[src/rtl/aclock_pkg.sv]
// aclock_pkg: shared types, constants and helpers for the multi-alarm BCD clock.
//   bcd_hm_t       - BCD HH:MM (alarm value / load value)
//   bcd_time_t     - BCD HH:MM:SS time of day
//   chan_state_t   - per-channel alarm state; ST_SNOOZED exists only when
//                    ACLOCK_SNOOZE_EN is defined
//   hm_valid/hm_equal/time_inc - load validation, alarm compare, 1 s advance
package aclock_pkg;

    localparam int MAX_H = 23;
    localparam int MAX_M = 59;
    localparam int MAX_S = 59;

    typedef struct packed {
        logic [1:0] h1;
        logic [3:0] h0;
        logic [3:0] m1;
        logic [3:0] m0;
    } bcd_hm_t;

    typedef struct packed {
        bcd_hm_t    hm;
        logic [3:0] s1;
        logic [3:0] s0;
    } bcd_time_t;

    typedef enum logic [1:0] {
        ST_IDLE    = 2'd0,
        ST_RING    = 2'd1
`ifdef ACLOCK_SNOOZE_EN
        ,
        ST_SNOOZED = 2'd2
`endif
    } chan_state_t;

    function automatic int bcd_val(input logic [3:0] tens, input logic [3:0] ones);
        return int'(tens) * 10 + int'(ones);
    endfunction

    // Every digit BCD and the HH:MM value within a 24-hour day.
    function automatic logic hm_valid(input bcd_hm_t t);
        return (t.h0 <= 4'd9) && (t.m1 <= 4'd9) && (t.m0 <= 4'd9) &&
               (bcd_val({2'b00, t.h1}, t.h0) <= MAX_H) &&
               (bcd_val(t.m1, t.m0) <= MAX_M);
    endfunction

    function automatic logic hm_equal(input bcd_hm_t a, input bcd_hm_t b);
        return a == b;
    endfunction

    // Advance one second with BCD ripple carry; 23:59:59 wraps to 00:00:00.
    function automatic bcd_time_t time_inc(input bcd_time_t t);
        bcd_time_t r;
        r = t;
        if (t.s0 != 4'd9) begin
            r.s0 = t.s0 + 4'd1;
        end else if (bcd_val(t.s1, t.s0) != MAX_S) begin
            r.s0 = 4'd0;
            r.s1 = t.s1 + 4'd1;
        end else begin
            r.s1 = 4'd0;
            r.s0 = 4'd0;
            if (t.hm.m0 != 4'd9) begin
                r.hm.m0 = t.hm.m0 + 4'd1;
            end else if (bcd_val(t.hm.m1, t.hm.m0) != MAX_M) begin
                r.hm.m0 = 4'd0;
                r.hm.m1 = t.hm.m1 + 4'd1;
            end else begin
                r.hm.m1 = 4'd0;
                r.hm.m0 = 4'd0;
                if (bcd_val({2'b00, t.hm.h1}, t.hm.h0) == MAX_H) begin
                    r.hm.h1 = 2'd0;
                    r.hm.h0 = 4'd0;
                end else if (t.hm.h0 != 4'd9) begin
                    r.hm.h0 = t.hm.h0 + 4'd1;
                end else begin
                    r.hm.h0 = 4'd0;
                    r.hm.h1 = t.hm.h1 + 2'd1;
                end
            end
        end
        return r;
    endfunction

endpackage

[src/rtl/aclock_alarm_chan.sv]
// aclock_alarm_chan: one alarm channel (alarm register, state FSM, seconds counter).
// Optional snooze is compiled in with ACLOCK_SNOOZE_EN.
// Ports:
//   clk, reset     - clock, synchronous active-low reset
//   en             - channel armed (level); low forces IDLE
//   tick, sec_zero - a second is ticking this cycle / the new time has SS=00
//   now_hm         - HH:MM of the time being ticked into
//   ld, ld_hm      - write alarm value (validated upstream), forces IDLE
//   stop, snooze   - stop / snooze request (level)
//   ring           - registered ringing flag
//   ring_next      - value ring takes at the next edge (feeds the top-level OR)
module aclock_alarm_chan
    import aclock_pkg::*;
#(
    parameter int RING_SEC = 60
`ifdef ACLOCK_SNOOZE_EN
    ,
    parameter int SNOOZE_MIN = 5
`endif
) (
    input  logic    clk,
    input  logic    reset,
    input  logic    en,
    input  logic    tick,
    input  logic    sec_zero,
    input  bcd_hm_t now_hm,
    input  logic    ld,
    input  bcd_hm_t ld_hm,
    input  logic    stop,
`ifdef ACLOCK_SNOOZE_EN
    input  logic    snooze,
`endif
    output logic    ring,
    output logic    ring_next
);

`ifdef ACLOCK_SNOOZE_EN
    localparam int SNOOZE_TICKS = SNOOZE_MIN * 60;
`else
    localparam int SNOOZE_TICKS = 0;
`endif
    localparam int MAX_CNT = (RING_SEC > SNOOZE_TICKS) ? RING_SEC : SNOOZE_TICKS;
    localparam int CNT_W   = $clog2(MAX_CNT + 1);
    localparam logic [CNT_W-1:0] RING_LAST = CNT_W'(RING_SEC - 1);
`ifdef ACLOCK_SNOOZE_EN
    localparam logic [CNT_W-1:0] SNOOZE_LAST = CNT_W'(SNOOZE_TICKS - 1);
`endif

    chan_state_t      state_reg, state_next;
    logic [CNT_W-1:0] cnt_reg, cnt_next;
    bcd_hm_t          alarm_reg, alarm_next;
    logic             ring_reg;
    logic             match;

    always_ff @(posedge clk) begin
        if (!reset) begin
            state_reg <= ST_IDLE;
            cnt_reg   <= '0;
            alarm_reg <= '0;
            ring_reg  <= 1'b0;
        end else begin
            state_reg <= state_next;
            cnt_reg   <= cnt_next;
            alarm_reg <= alarm_next;
            ring_reg  <= ring_next;
        end
    end

    always_comb begin
        state_next = state_reg;
        cnt_next   = cnt_reg;
        alarm_next = alarm_reg;
        match      = tick && sec_zero && hm_equal(now_hm, alarm_reg);

        if (ld) begin
            alarm_next = ld_hm;
        end

        if (!en || ld || stop) begin
            state_next = ST_IDLE;
`ifdef ACLOCK_SNOOZE_EN
        end else if (snooze && (state_reg == ST_RING)) begin
            state_next = ST_SNOOZED;
`endif
        end else begin
            case (state_reg)
                ST_IDLE: begin
                    if (match) begin
                        state_next = ST_RING;
                    end
                end
                ST_RING: begin
                    // A fresh match while ringing restarts the ring period.
                    if (match) begin
                        cnt_next = '0;
                    end else if (tick) begin
                        if (cnt_reg == RING_LAST) begin
                            state_next = ST_IDLE;
                        end else begin
                            cnt_next = cnt_reg + 1'b1;
                        end
                    end
                end
`ifdef ACLOCK_SNOOZE_EN
                ST_SNOOZED: begin
                    if (tick) begin
                        if (cnt_reg == SNOOZE_LAST) begin
                            state_next = ST_RING;
                        end else begin
                            cnt_next = cnt_reg + 1'b1;
                        end
                    end
                end
`endif
                default: state_next = ST_IDLE;
            endcase
        end

        // Counter restarts on every state entry.
        if (state_next != state_reg) begin
            cnt_next = '0;
        end

        ring_next = (state_next == ST_RING);
    end

    assign ring = ring_reg;

endmodule

[src/rtl/aclock_multi.sv]
// aclock_multi: 24-hour BCD clock with N_ALARMS independently armed alarms.
// Optional snooze (SNOOZE port, SNOOZE_MIN parameter) with ACLOCK_SNOOZE_EN.
// Ports:
//   clk, reset                      - clock, synchronous active-low reset
//   H_in1/H_in0/M_in1/M_in0         - BCD HH:MM load value
//   LD_time, LD_alarm, AL_SEL       - load time / load alarm[AL_SEL]
//   AL_EN                           - per-channel arm mask
//   STOP_al, SNOOZE                 - stop / snooze all ringing channels
//   Alarm, Alarm_id                 - any channel ringing / per-channel flags
//   H_out1..S_out0                  - registered BCD time of day
//   sec_tick                        - one-cycle pulse per second
//   LD_err                          - one-cycle pulse when a load is rejected
module aclock_multi
    import aclock_pkg::*;
#(
    parameter int TICKS_PER_SEC = 10,
    parameter int N_ALARMS      = 4,
    parameter int RING_SEC      = 60
`ifdef ACLOCK_SNOOZE_EN
    ,
    parameter int SNOOZE_MIN    = 5
`endif
) (
    input  logic                clk,
    input  logic                reset,
    input  logic [1:0]          H_in1,
    input  logic [3:0]          H_in0,
    input  logic [3:0]          M_in1,
    input  logic [3:0]          M_in0,
    input  logic                LD_time,
    input  logic                LD_alarm,
    input  logic [((N_ALARMS > 1) ? $clog2(N_ALARMS) : 1)-1:0] AL_SEL,
    input  logic [N_ALARMS-1:0] AL_EN,
    input  logic                STOP_al,
`ifdef ACLOCK_SNOOZE_EN
    input  logic                SNOOZE,
`endif
    output logic                Alarm,
    output logic [N_ALARMS-1:0] Alarm_id,
    output logic [1:0]          H_out1,
    output logic [3:0]          H_out0,
    output logic [3:0]          M_out1,
    output logic [3:0]          M_out0,
    output logic [3:0]          S_out1,
    output logic [3:0]          S_out0,
    output logic                sec_tick,
    output logic                LD_err
);

    localparam int SEL_W = (N_ALARMS > 1) ? $clog2(N_ALARMS) : 1;
    localparam int PRE_W = (TICKS_PER_SEC > 1) ? $clog2(TICKS_PER_SEC) : 1;
    localparam logic [PRE_W-1:0] PRE_LAST   = PRE_W'(TICKS_PER_SEC - 1);
    // One extra bit so an out-of-range index is representable for any N_ALARMS.
    localparam logic [SEL_W:0]   CHAN_LIMIT = N_ALARMS[SEL_W:0];

    logic [PRE_W-1:0]    presc_reg, presc_next;
    bcd_time_t           time_reg, time_next, time_inc_v;
    logic                tick_reg, ld_err_reg, alarm_reg;
    bcd_hm_t             ld_hm;
    logic                time_ok, alarm_ok, terminal, tick_now, sec_zero;
    logic [N_ALARMS-1:0] ring_vec, ring_next_vec;

    assign ld_hm = {H_in1, H_in0, M_in1, M_in0};

    always_comb begin
        time_ok    = LD_time && hm_valid(ld_hm);
        alarm_ok   = LD_alarm && hm_valid(ld_hm) && ({1'b0, AL_SEL} < CHAN_LIMIT);
        terminal   = (presc_reg == PRE_LAST);
        // An accepted time load swallows a coincident second tick.
        tick_now   = terminal && !time_ok;
        time_inc_v = time_inc(time_reg);
        sec_zero   = (time_inc_v.s1 == 4'd0) && (time_inc_v.s0 == 4'd0);

        presc_next = (time_ok || terminal) ? '0 : presc_reg + 1'b1;

        time_next = time_reg;
        if (time_ok) begin
            time_next = {ld_hm, 8'h00};
        end else if (tick_now) begin
            time_next = time_inc_v;
        end
    end

    always_ff @(posedge clk) begin
        if (!reset) begin
            presc_reg  <= '0;
            time_reg   <= '0;
            tick_reg   <= 1'b0;
            ld_err_reg <= 1'b0;
            alarm_reg  <= 1'b0;
        end else begin
            presc_reg  <= presc_next;
            time_reg   <= time_next;
            tick_reg   <= tick_now;
            ld_err_reg <= (LD_time && !time_ok) || (LD_alarm && !alarm_ok);
            alarm_reg  <= |ring_next_vec;
        end
    end

    genvar gi;
    generate
        for (gi = 0; gi < N_ALARMS; gi++) begin : g_chan
            aclock_alarm_chan #(
                .RING_SEC   (RING_SEC)
`ifdef ACLOCK_SNOOZE_EN
                ,
                .SNOOZE_MIN (SNOOZE_MIN)
`endif
            ) u_chan (
                .clk       (clk),
                .reset     (reset),
                .en        (AL_EN[gi]),
                .tick      (tick_now),
                .sec_zero  (sec_zero),
                .now_hm    (time_inc_v.hm),
                .ld        (alarm_ok && (AL_SEL == SEL_W'(gi))),
                .ld_hm     (ld_hm),
                .stop      (STOP_al),
`ifdef ACLOCK_SNOOZE_EN
                .snooze    (SNOOZE),
`endif
                .ring      (ring_vec[gi]),
                .ring_next (ring_next_vec[gi])
            );
        end
    endgenerate

    assign Alarm    = alarm_reg;
    assign Alarm_id = ring_vec;
    assign H_out1   = time_reg.hm.h1;
    assign H_out0   = time_reg.hm.h0;
    assign M_out1   = time_reg.hm.m1;
    assign M_out0   = time_reg.hm.m0;
    assign S_out1   = time_reg.s1;
    assign S_out0   = time_reg.s0;
    assign sec_tick = tick_reg;
    assign LD_err   = ld_err_reg;

endmodule

[config.mk]
export PLATFORM = sky130hd
export DESIGN_NAME = aclock_multi
export DESIGN_NICKNAME = d
export VERILOG_FILES = /design/src/rtl/aclock_pkg.sv /design/src/rtl/aclock_alarm_chan.sv /design/src/rtl/aclock_multi.sv
export SDC_FILE = /design/constraint.sdc
export NUM_CORES = 1
export LEC_CHECK = 0
export CAP_MARGIN = 20
export CORE_ASPECT_RATIO = 1.25
export CORE_MARGIN = 8
export CORE_UTILIZATION = 40
export CTS_BUF_LIST = sky130_fd_sc_hd__clkbuf_8
export CTS_CLUSTER_SIZE = 30
export DETAILED_ROUTE_END_ITERATION = 8
export SYNTH_ARGS = -nofsm -noshare
export SYNTH_HDL_FRONTEND = slang
export SYNTH_HIERARCHICAL = 1
export SYNTH_SLANG_ARGS = --single-unit
[constraint.sdc]
create_clock -name clk -period 13.5 [get_ports clk]
set_input_delay 4.05 -clock clk [delete_from_list [all_inputs] [get_ports clk]]
set_output_delay 4.05 -clock clk [all_outputs]
set_load 0.01 [all_outputs]
## After elaboration in Yosys (flattened, before gate mapping)

Index checks and enable logic that the tools add are counted.
Widths: inputs -> output; s select.

- Add/subtract/negate cells: 16
- Multiply operators: 5
- Order comparisons: 5
- Eq/ne operators: 34
- Muxes and demuxes: 49
- Bitwise logic cells: 5
- Reduce and logical (&&, ||, !) cells: 58

Operators with widths:

| cell | number |
|---|---|
| $mux 6 | 14 |
| $eq 14x14->1 | 4 |
| $mux 22 | 2 |
| $mux 2 | 21 |
| $add 8x4->9 | 3 |
| $add 4x1->4 const B | 6 |
| $add 6x1->6 const B | 4 |
| $eq 6x6->1 const B | 4 |
| $mul 4x3->7 const B | 3 |
| $logic_and 1x1->1 | 19 |
| $eq 2x1->1 const B | 9 |
| $mux 18 | 1 |
| $ne 9x6->1 const B | 2 |
| $mux 8 | 2 |
| $pmux 2 s2 | 4 |
| $reduce_and 4->1 | 4 |
| $add 6x4->7 | 2 |
| $mux 14 | 1 |
| $le 4x4->1 const B | 3 |
| $mux 4 | 3 |
| $ne 4x4->1 const B | 3 |
| $reduce_or 2->1 | 6 |
| $logic_not 2->1 | 5 |
| $logic_or 1x1->1 | 10 |
| other kinds (15) | 37 |

- Register bits after elaboration: 121
- Word-level logic and storage cells: 210

## Longest topological paths before layout

Gate-level depths: netlist of the first run.

- Depth in word-level cells: 17
- Gate-level depth with buffers: 16
- Gate-level depth less buffers: 15

## Hierarchy

The synthesis of the first run kept the hierarchy.

Modules (own cells, without submodules):

| module | times used | cells each | area each (sq um) |
|---|---|---|---|
| aclock_alarm_chan | 4 | 115 | 1,177.4 |
| aclock_multi | 1 | 356 | 2,922.8 |

## Least setup slack after synthesis of the first run

Ideal clock, no wire load.

- Path kind: input to register
- Start point: in M_in1[1]
- End point: reg g_chan[0].u_chan.cnt_reg[2]
- Library setup time: 0.141 ns
- Arrival time: 7.412 ns
- Required time: 13.359 ns
- Setup slack: 5.948 ns
- Cell stages on the path: 14
- Cells stage by stage: ha_1 -> ha_1 -> fa_1 -> xor2_1 -> a311oi_1 -> a221oi_1 -> and3_1 -> clkbuf_1 -> nor2_1 -> nand2_1 -> nor4_1 -> and4_1 -> clkbuf_1 -> a2111oi_0

- Word-level cells in the longest chain between the ends: 15
- Elaborated cells between the ends (all ways): 29
- Classes of those cells: add/sub (1); mul (1); order compare (2); eq/ne (2); mux (6); bitwise (1); reduce/logical (16)

RTL lines:

| element | RTL line | text |
|---|---|---|
| start: declaration | aclock_multi.sv:28 | `input logic [3:0] M_in1,` |
| branches (longest 4 deep; another with $add 8x4->9) | - |  |
| $logic_and 1x1->1 (*) | aclock_pkg.sv:42 | `(bcd_val({2'b00, t.h1}, t.h0) <= MAX_H) &&` |
| $logic_and 1x1->1 (*) | aclock_multi.sv:66 | `time_ok = LD_time && hm_valid(ld_hm);` |
| $logic_not 1->1 (*) | aclock_multi.sv:70 | `tick_now = terminal && !time_ok;` |
| $logic_and 1x1->1 (*) | aclock_multi.sv:70 |  |
| via tick_now | aclock_multi.sv:60 | `logic time_ok, alarm_ok, terminal, tick_now, sec_zero;` |
| $logic_and 1x1->1 (2 in a row) | aclock_alarm_chan.sv:73 | `match = tick && sec_zero && hm_equal(now_hm, alarm_reg);` |
| $mux 2, on equally long branches | aclock_alarm_chan.sv:94, aclock_alarm_chan.sv:88 |  |
| $pmux 2 s2 | aclock_alarm_chan.sv:86 | `case (state_reg)` |
| $mux 2 | aclock_alarm_chan.sv:79 | `if (!en \|\| ld \|\| stop) begin` |
| $ne 2x2->1 | aclock_alarm_chan.sv:120 | `if (state_next != state_reg) begin` |
| $reduce_or 2->1 (no source line) | - |  |
| end signal: assignment | aclock_alarm_chan.sv:63 | `cnt_reg <= cnt_next;` |
| end: declaration | aclock_alarm_chan.sv:50 | `logic [CNT_W-1:0] cnt_reg, cnt_next;` |

Mark *: on every way through the listed nets, which the timed path passes.
A chain may end at the register's enable or synchronous reset.

## Worst setup path in the final report of the first run

- Start point: in M_in1[1]
- End point: reg g_chan[3].u_chan.cnt_reg[5]

- Word-level cells in the longest chain between the ends: 15
- Elaborated cells between the ends (all ways): 29
- Classes of those cells: add/sub (1); mul (1); order compare (2); eq/ne (2); mux (6); bitwise (1); reduce/logical (16)

RTL lines:

| element | RTL line |
|---|---|
| branches (longest 4 deep; another with $add 8x4->9) | - |
| $logic_and 1x1->1 (*) | aclock_pkg.sv:42 |
| $logic_and 1x1->1 (*) | aclock_multi.sv:66 |
| $logic_not 1->1 (*) | aclock_multi.sv:70 |
| $logic_and 1x1->1 (*) | aclock_multi.sv:70 |
| via tick_now | aclock_multi.sv:60 |
| $logic_and 1x1->1 (2 in a row) | aclock_alarm_chan.sv:73 |
| $mux 2, on equally long branches | aclock_alarm_chan.sv:94, aclock_alarm_chan.sv:88 |
| $pmux 2 s2 | aclock_alarm_chan.sv:86 |
| $mux 2 | aclock_alarm_chan.sv:79 |
| $ne 2x2->1 | aclock_alarm_chan.sv:120 |
| $reduce_or 2->1 (no source line) | - |
| end signal: assignment | aclock_alarm_chan.sv:63 |
| end: declaration | aclock_alarm_chan.sv:50 |

Marks and branches as above.

==> results of run 1 <==
==> through the flow <==
step           area [um2]   util
6_report             8850  0.473
5_1_grt              8850  0.473
4_1_cts              8850  0.473
3_5_place_dp         8340  0.446
3_3_place_gp         8340  0.446
2_1_floorplan        7630      -
==> power by group <==
part	internal [uW]	leakage [uW]	switching (uW)	total (uW)
clock	264	0.000248	154	417
sequential	360	0.000977	4.78	365
combinational	29.4	0.00209	39.4	68.8
==> worst max-delay path: stages <==
cell and delay (ps):
clkdlybuf4s50_1 780, ha_1 320, ha_1 240, fa_1 530, nand3_1 90, or3_1 340, a2111oi_2 370, and3_1 460
nor2_1 110, buf_4 230, and2_1 190, a311o_1 440, a211oi_2 220
==> cell usage in the layout (no fill, tap or decap), types with 9 or more instances in the layout <==
master	Yosys	routed
a211oi_1	16	16
a21oi_1	36	36
and2_1	13	13
and4_1	10	10
clkbuf_8	0	22
clkdlybuf4s50_1	0	52
dfxtp_1	121	121
ha_1	37	37
inv_1	23	23
mux2i_1	61	61
nand2_1	39	39
nand2b_1	9	9
nand3_1	29	29
nor2_1	37	35
nor2b_1	62	62
nor3_1	22	20
nor4_1	14	14
o21ai_0	28	28
xnor2_1	22	22
xor2_1	67	67
==> worst paths after layout <==
kind / endpoint / cells after the start
worst max-delay path: g_chan[3].u_chan/cnt_reg[5]$_SDFFE_PP0P_ / 13
worst min-delay path: presc_reg[0]$_SDFF_PP0_ / 1
worst max register to register: Alarm$_SDFF_PN0_ / 14
worst min register to register: presc_reg[0]$_SDFF_PP0_ / 1
==> metal layers <==
metal / global-route usage / up-vias
li1: - / 3057
met1: 0.196 / 2921
met2: 0.294 / 99
met3: 0.0370 / 29
met4: 0.0809 / 0
met5: 0 / -
==> cell type report <==
type,count,share of cell area
multi-input combinational,643,0.560
sequential,121,0.274
timing repair buffer,61,0.0661
clock buffer,22,0.0342
tap,232,0.0328
clock inverter,10,0.0239
inverter,23,0.00975
==> logic make-up after synthesis <==
kind of cell / Yosys count / share of synthesized area
and+or+nand+nor: 291 / 0.239
other: 4 / 0.00197
adders and majority gates: 45 / 0.0816
buffers and inverters: 52 / 0.0352
DFF: 121 / 0.317
AOI/OAI and AO/OA: 150 / 0.138
xor gates and xnor gates: 90 / 0.104
muxes: 63 / 0.0830
==> qor.csv, run 1 <==
stage,metric,value,unit
placed_design,dp_hpwl,14.2,mm
setup_path,cp.arrival,8390,ps
sta,fin_skew,12.7,ps
routing,dr_wl_met3,761,um
clock_tree,cts_setup_buffers,0,
yosys,yosys_warnings,6,
die,num_rows,56,
yosys,synth-async-reset-ratio,0,
placed_design,dp.cells,1080,
routing,met2_length,9.44,mm
routing,dr.max_layer_used,met4,
sta,period_share,0.594,
finish,drive_gt1_frac,0.0955,
setup_path,required,13860,ps
sta,tightestPinTransition,1030,ps
yosys,synth_ff_type,dfxtp_1,
finish,fill_cells,1829,
setup_path,cp-startpoint,M_in1[1],
power,p_leak,0.00332,uW
power,p_per_area,96.2,nW/um2
sta,setup_viol,0,
die,start_util,0.408,
yosys,synth_cell_types,66,
yosys,ys_seq_area_frac,0.317,
die,ios,54,
run,drv_cap,0,
routing,drtPass1Iterations,4,
finish,final-seq-area,2420,um2
clock_tree,clkSlewWorstSetupHoldPaths,80,ps
routing,ant_nets,0,
yosys,yosysMostFrequentCell,dfxtp_1,
finish,instances_no_fill,1112,
finish,diodes,0,
placed_design,routabilityCongestion,0.796,
yosys,yosys.area.top_type_share,0.317,
setup_path,crit_path_end_kind,flip-flop,
setup_path,path_max_fanout,20,
setup_path,timing_worst_setup_path_type,input port to flip-flop,
clock_tree,htreeDepth,4,
routing,wl_met1,8.86,mm
yosys,synth-edff-count,0,
sta,max_freq,0.125,GHz
power,peakVddDrop,0.0598,mV
die,core,18700,um2
routing,drc,0,
yosys,syn_inst,816,
yosys,ys_ff_latch,121,
die,dieArea,23800,um2
global_route,grt_pass1_vias,6166,
routing,viasPerCell,5.49,
global_route,grt_max_degree,84,
yosys,synth_area_leader_cell,dfxtp_1,
setup_path,r2r-start,M_out1[1]$_SDFFE_PN0P_,
placed_design,preCtsSetupSlack,5060,ps
finish,area_growth,16.0,%
sta,finalHoldViolations,0,
routing,vias,6106,
routing,drtIter0Drc,213,
sta,slew_violations,0,
clock_tree,hold_buffers,0,
yosys,synth_top_cells_by_count,"dfxtp_1, xor2_1, nor2b_1",
hold_path,min_from,presc_reg[0]$_SDFF_PP0_,
clock_tree,cts_tree,done,
power,power,851,uW
outcome,status,"complete, no violations",
routing,routedWlPerCell,17.6,um
clock_tree,cts_root_buf,clkbuf_8,
clock_tree,cts_resized,0,
finish,fin_nets,937,
setup_path,r2r_slack,8490,ps
yosys,syn-cell-area,7630,um2
hold_path,min_path_type,flip-flop to flip-flop,
yosys,synth_fp_nets,886,
setup_path,worst_setup_path_start_kind,input port,
sta,post-route-min-period,8020,ps
yosys,syn_avg_cell_area,9.35,um2
die,die_y,170,um
sta,setup_ws,5480,ps
clock_tree,clockBufferDepth,2,
clock_tree,worstSkewPairLatency,450,ps
sta,finalHoldWorstSlack,504,ps
sta,rsz0062_at_grt,no,
global_route,antenna_found_initial,0,
placed_design,io_buffers,53,
finish,multiInputGateArea,4960,um2
sta,slew_headroom,0.305,
routing,finalWirelength,19.6,mm
die,dieWidth,140,um
sta,tns,0,ps
clock_tree,cts_inserted_buffers,17,
clock_tree,numClockSinks,121,
global_route,track_usage,0.169,
global_route,grt_overflow_total,0,
yosys,netlist_top_cells_area,"dfxtp_1, mux2i_1, xor2_1, ha_1, nor2b_1",
finish,largest_register_ffs,56,
global_route,grt_pass1_wl,31.9,mm
(Power assumes the default switching activity.)
==> run 2: changes to the inputs <==
clock period = 7.4 ns   (was 13.5 ns; I/O delays follow)
==> qor.csv, run 2 (synthesis results as in run 1) <==
stage,metric,value,unit,change
outcome,status,"complete, no violations",,
die,core,18700,um2,unchanged
global_route,grt_max_degree,84,,unchanged
finish,area_growth,14.5,%,
power,peakVddDrop,0.108,mV,+81%
setup_path,cp.arrival,6500,ps,-1890 ps
sta,max_freq,0.162,GHz,
finish,drive_gt1_frac,0.0920,,-0.00341
finish,final_common_cell,dfxtp_1,,
setup_path,slowest_delay,750,ps,-30 ps
sta,slew_headroom,0.221,,-0.0841
setup_path,crit_buf_inv,1,,-1
die,start_util,0.408,,unchanged
finish,largest_register_ffs,56,,unchanged
routing,viasPerCell,5.46,,-0.66%
placed_design,dp_hpwl,14.4,mm,+1.8%
power,p_int,1040,uW,+59%
sta,fin_skew,13.3,ps,+0.608 ps
power,p_sw_frac,0.247,,+0.0141
setup_path,slowest_stage,clkdlybuf4s50_1,,
sta,post-route-min-period,6190,ps,
power,p_leak,0.00329,uW,-0.93%
power,switchingPower,340,uW,+72%
die,ios,54,,unchanged
sta,finalHoldViolations,0,,unchanged
clock_tree,htreeDepth,4,,unchanged
run,drv_cap,0,,unchanged
clock_tree,clockBufferDepth,2,,unchanged
sta,rsz0062_at_grt,no,,
setup_path,worstPathCellList,clkdlybuf4s50_1 > ha_1 > ha_1 > fa_1 > nand3_1 > or3_1 > a2111oi_2 > and2_1 > nand2_1 > nor3_2 > nor4b_4 > o21a_1 > a2111oi_0,,
placed_design,routabilityCongestion,0.854,,+7.3%
routing,routedWlPerCell,17.6,um,+0.19%
finish,multiInputGateArea,4960,um2,unchanged
global_route,antenna_found_initial,0,,unchanged
finish,final-seq-area,2420,um2,unchanged
clock_tree,cts_root_buf,clkbuf_8,,
finish,fill_cells,1858,,+1.6%
routing,finalWirelength,19.6,mm,+0.19%
global_route,grt_overflow_total,0,,unchanged
finish,instances_no_fill,1112,,unchanged
setup_path,path_max_fanout,9,,-55%
finish,final_cell_mix,"dfxtp_1, xor2_1, nor2b_1",,
hold_path,min_path_type,flip-flop to flip-flop,,
setup_path,cp_common_cell,ha_1,,
power,p_per_area,158,nW/um2,+64%
die,die_y,170,um,unchanged
clock_tree,cts_tree,done,,
finish,fin_nets,938,,+0.11%
sta,slew_violations,0,,unchanged
sta,tns,0,ps,unchanged
clock_tree,hold_buffers,0,,unchanged
global_route,grt_pass1_wl,31.7,mm,-0.63%
setup_path,critPathTopFamily,simple AND/OR/NAND/NOR gates,,
clock_tree,clkSlewWorstSetupHoldPaths,70,ps,about the same
sta,finalHoldWorstSlack,504,ps,-0.692 ps
sta,setup_viol,0,,unchanged
routing,ant_nets,0,,unchanged
placed_design,dp.cells,1081,,+0.093%
routing,drtPass1Iterations,5,,+1
sta,tightestPinTransition,1160,ps,+125 ps
placed_design,io_buffers,53,,unchanged
clock_tree,worstSkewPairLatency,440,ps,about the same
finish,diodes,0,,unchanged
routing,drtIter0Drc,299,,+40%
routing,vias,6066,,-0.66%
die,dieArea,23800,um2,unchanged
sta,period_share,0.836,,
clock_tree,cts_setup_buffers,0,,unchanged
power,pwr-share-clk,0.426,,-0.064
power,p_comb_frac,0.091,,+0.010
setup_path,crit_path_end_kind,flip-flop,,
setup_path,timing_worst_setup_path_type,input port to flip-flop,,
power,seqPwrFrac,0.483,,+0.054
global_route,grt_pass1_vias,6066,,-1.6%
die,num_rows,56,,unchanged
setup_path,required,7710,ps,-6150 ps
clock_tree,numClockSinks,121,,unchanged
clock_tree,cts_inserted_buffers,17,,unchanged
global_route,track_usage,0.168,,-0.00109
setup_path,worst_setup_path_start_kind,input port,,
routing,drc,0,,unchanged
clock_tree,cts_resized,0,,unchanged
die,dieWidth,140,um,unchanged
-- run 2: path summary, 6_finish.rpt --
| path | end | startpoint | depth (start not counted) | slack (ps) |
|---|---|---|---|---|
| max | g_chan[1].u_chan/cnt_reg[2]$_SDFFE_PP0P_ | M_in1[1] | 13 | 1210 |
| min | presc_reg[0]$_SDFF_PP0_ | presc_reg[0]$_SDFF_PP0_ | 1 | 500 |
| max reg2reg | g_chan[0].u_chan/cnt_reg[2]$_SDFFE_PP0P_ | M_out1[1]$_SDFFE_PN0P_ | 12 | 2370 |
| min reg2reg | presc_reg[0]$_SDFF_PP0_ | presc_reg[0]$_SDFF_PP0_ | 1 | 500 |
-- run 2: area by class of cell --
type / instances / area share
clock inverters: 10 / 0.0117
inverters: 23 / 0.00988
repair buffers: 62 / 0.0679
flip-flops and latches: 121 / 0.277
multi-input cells: 643 / 0.567
well taps: 232 / 0.0332
clock buffers: 21 / 0.0331
-- run 2: per-stage QoR --
stage / area (um2) / setup slack [ps] / power [uW] / util
after global routing: 8740 / 965 / 1440 / 0.467
after floorplan: 7630 / 1680 / 752 / -
after detailed placement: 8350 / 734 / 807 / 0.446
after global placement: 8350 / 854 / 806 / 0.446
after CTS: 8740 / 1190 / 1400 / 0.467
final: 8740 / 1210 / 1380 / 0.467
-- run 2: per-layer routing --
metal	share of wire	wire length [um]	track usage	up-vias
met4	0.019	381	0.0710	0
li1	-	-	-	3051
met3	0.036	705	0.0339	33
met1	0.44	8690	0.196	2869
met2	0.50	9830	0.297	113
met5	0	0	0	-
-- run 2: power by group through the flow --
stage	Combinational (uW)	Clock [uW]	Sequential (uW)
6_report	126	588	666
2_1_floorplan	72.6	0	680
3_5_place_dp	125	0	681
5_1_grt	138	635	667
3_3_place_gp	125	0	681
4_1_cts	126	607	666
==> run 3: changes to the inputs <==
clock period = 6.2 ns   (was 7.4 ns; I/O delays follow)
==> qor.csv, run 3 (synthesis results as in run 1) <==
stage,metric,value,unit,change
clock_tree,cts_tree,done,,
sta,rsz0062_at_grt,no,,
setup_path,timing_worst_setup_path_type,input port to flip-flop,,
setup_path,cp.arrival,5610,ps,-890 ps
power,p_leak,0.00338,uW,+2.8%
finish,drive_gt1_frac,0.104,,+0.0123
global_route,grt_pass1_wl,31.9,mm,+0.54%
finish,fin_nets,950,,+1.3%
sta,slew_headroom,0.288,,+0.0673
placed_design,preCtsSetupSlack,442,ps,-291 ps
sta,max_freq,0.189,GHz,
routing,drc,0,,unchanged
clock_tree,clockBufferDepth,2,,unchanged
routing,drtPass1Iterations,6,,+1
global_route,grt_overflow_total,0,,unchanged
sta,setup_viol,0,,unchanged
sta,finalHoldViolations,0,,unchanged
die,ios,54,,unchanged
placed_design,io_buffers,53,,unchanged
setup_path,path_max_fanout,6,,-3
finish,final_area,8900,um2,+1.9%
clock_tree,clkSlewWorstSetupHoldPaths,70,ps,about the same
setup_path,required,6520,ps,-1190 ps
sta,period_share,0.852,,
die,start_util,0.408,,unchanged
sta,post-route-min-period,5280,ps,
placed_design,dpl-instance-area,8440,um2,+1.1%
finish,instances_no_fill,1123,,+0.99%
clock_tree,hold_buffers,0,,unchanged
finish,area_growth,16.6,%,
placed_design,dp_hpwl,15.3,mm,+6.0%
finish,fill_cells,1779,,-4.3%
power,peakVddDrop,0.126,mV,+16%
die,num_rows,56,,unchanged
clock_tree,worstSkewPairLatency,440,ps,about the same
die,die_y,170,um,unchanged
finish,diodes,0,,unchanged
die,core,18700,um2,unchanged
sta,tightestPinTransition,1060,ps,-100 ps
global_route,track_usage,0.171,,+0.00257
finish,final_cell_mix,"dfxtp_1, xor2_1, nor2b_1",,
routing,ant_nets,0,,unchanged
finish,largest_register_ffs,56,,unchanged
hold_path,min_path_type,flip-flop to flip-flop,,
routing,drtIter0Drc,252,,-16%
die,dieWidth,140,um,unchanged
outcome,status,"complete, no violations",,
clock_tree,cts_resized,0,,unchanged
routing,vias,6210,,+2.4%
sta,finalHoldWorstSlack,500,ps,-4.21 ps
setup_path,worst_setup_path_start_kind,input port,,
placed_design,routabilityCongestion,0.837,,-2.0%
routing,routedWlPerCell,18.0,um,+2.0%
sta,tns,0,ps,unchanged
clock_tree,numClockSinks,121,,unchanged
sta,slew_violations,0,,unchanged
global_route,antenna_found_initial,0,,unchanged
clock_tree,htreeDepth,4,,unchanged
power,p_per_area,201,nW/um2,+28%
global_route,grt_max_degree,43,,-49%
sta,setup_ws,916,ps,-298 ps
run,drv_cap,0,,unchanged
clock_tree,cts_setup_buffers,0,,unchanged
routing,viasPerCell,5.53,,+1.4%
placed_design,dp.cells,1093,,+1.1%
routing,finalWirelength,20.2,mm,+3.0%
global_route,grt_pass1_vias,6015,,-0.84%
die,dieArea,23800,um2,unchanged
setup_path,crit_path_end_kind,flip-flop,,
clock_tree,cts_inserted_buffers,17,,unchanged
clock_tree,cts_root_buf,clkbuf_8,,
sta,fin_skew,11.6,ps,-1.72 ps
finish,final_common_cell,dfxtp_1,,
==> run 3: changes by cell type in the layout (fill, tap and decap cells not counted) <==
cell	change
clkinvlp_4	-1
bufinv_16	+4
clkbuf_8	-2
inv_1	-1
clkinv_4	-1
buf_4	+12
==> run 3: metal layers <==
metal  vias to the layer above  global-route usage  part of all wire  routed length (um)
li1                       3081                   -                 -                   -
met1                      2971               0.189              0.42                8560
met2                       132               0.318              0.51               10400
met3                        26              0.0331             0.040                 815
met4                         0              0.0662             0.021                 422
met5                         -                   0                 0                   0
==> run 3: report_power, final <==
group	internal [uW]	switching (uW)
Combinational	68.4	89.3
Clock	531	309
Sequential	785	10.2
==> run 3: stage by stage <==
stage                      util  power [uW]
after floorplan               -         898
after global placement    0.451         970
after detailed placement  0.451         971
after CTS                 0.476        1810
after global routing      0.476        1860
final                     0.476        1790
==> run 3: final timing paths <==
kind                                start                                        to  slack [ps]  depth (start not counted)
setup / recovery                 M_in1[1]  g_chan[1].u_chan/cnt_reg[2]$_SDFFE_PP0P_         920                         13
hold / removal    presc_reg[0]$_SDFF_PP0_                   presc_reg[0]$_SDFF_PP0_         500                          1
setup reg to reg   S_out1[1]$_SDFFE_PP0N_  g_chan[3].u_chan/cnt_reg[2]$_SDFFE_PP0P_        1220                         12
hold reg to reg   presc_reg[0]$_SDFF_PP0_                   presc_reg[0]$_SDFF_PP0_         500                          1
==> run 3: cell type report <==
| cell class | instances | area (um2) | area share |
|---|---|---|---|
| repair buffers | 74 | 683 | 0.0767 |
| clock inverters | 11 | 203 | 0.0228 |
| inverters | 23 | 86.3 | 0.00970 |
| multi-input cells | 643 | 4960 | 0.557 |
| flip-flops and latches | 121 | 2420 | 0.272 |
| clock buffers | 19 | 262 | 0.0294 |
| well taps | 232 | 290 | 0.0326 |
==> run 3: worst max-delay path, stage by stage <==
cell and delay (ps):
clkdlybuf4s50_1 440, ha_1 310, ha_1 230, fa_1 520
nand3_1 100, or3_1 330, a2111oi_2 370, and2_1 230
nand2_1 110, nor3_2 360, nor4b_4 130, o21a_1 230
a2111oi_0 390
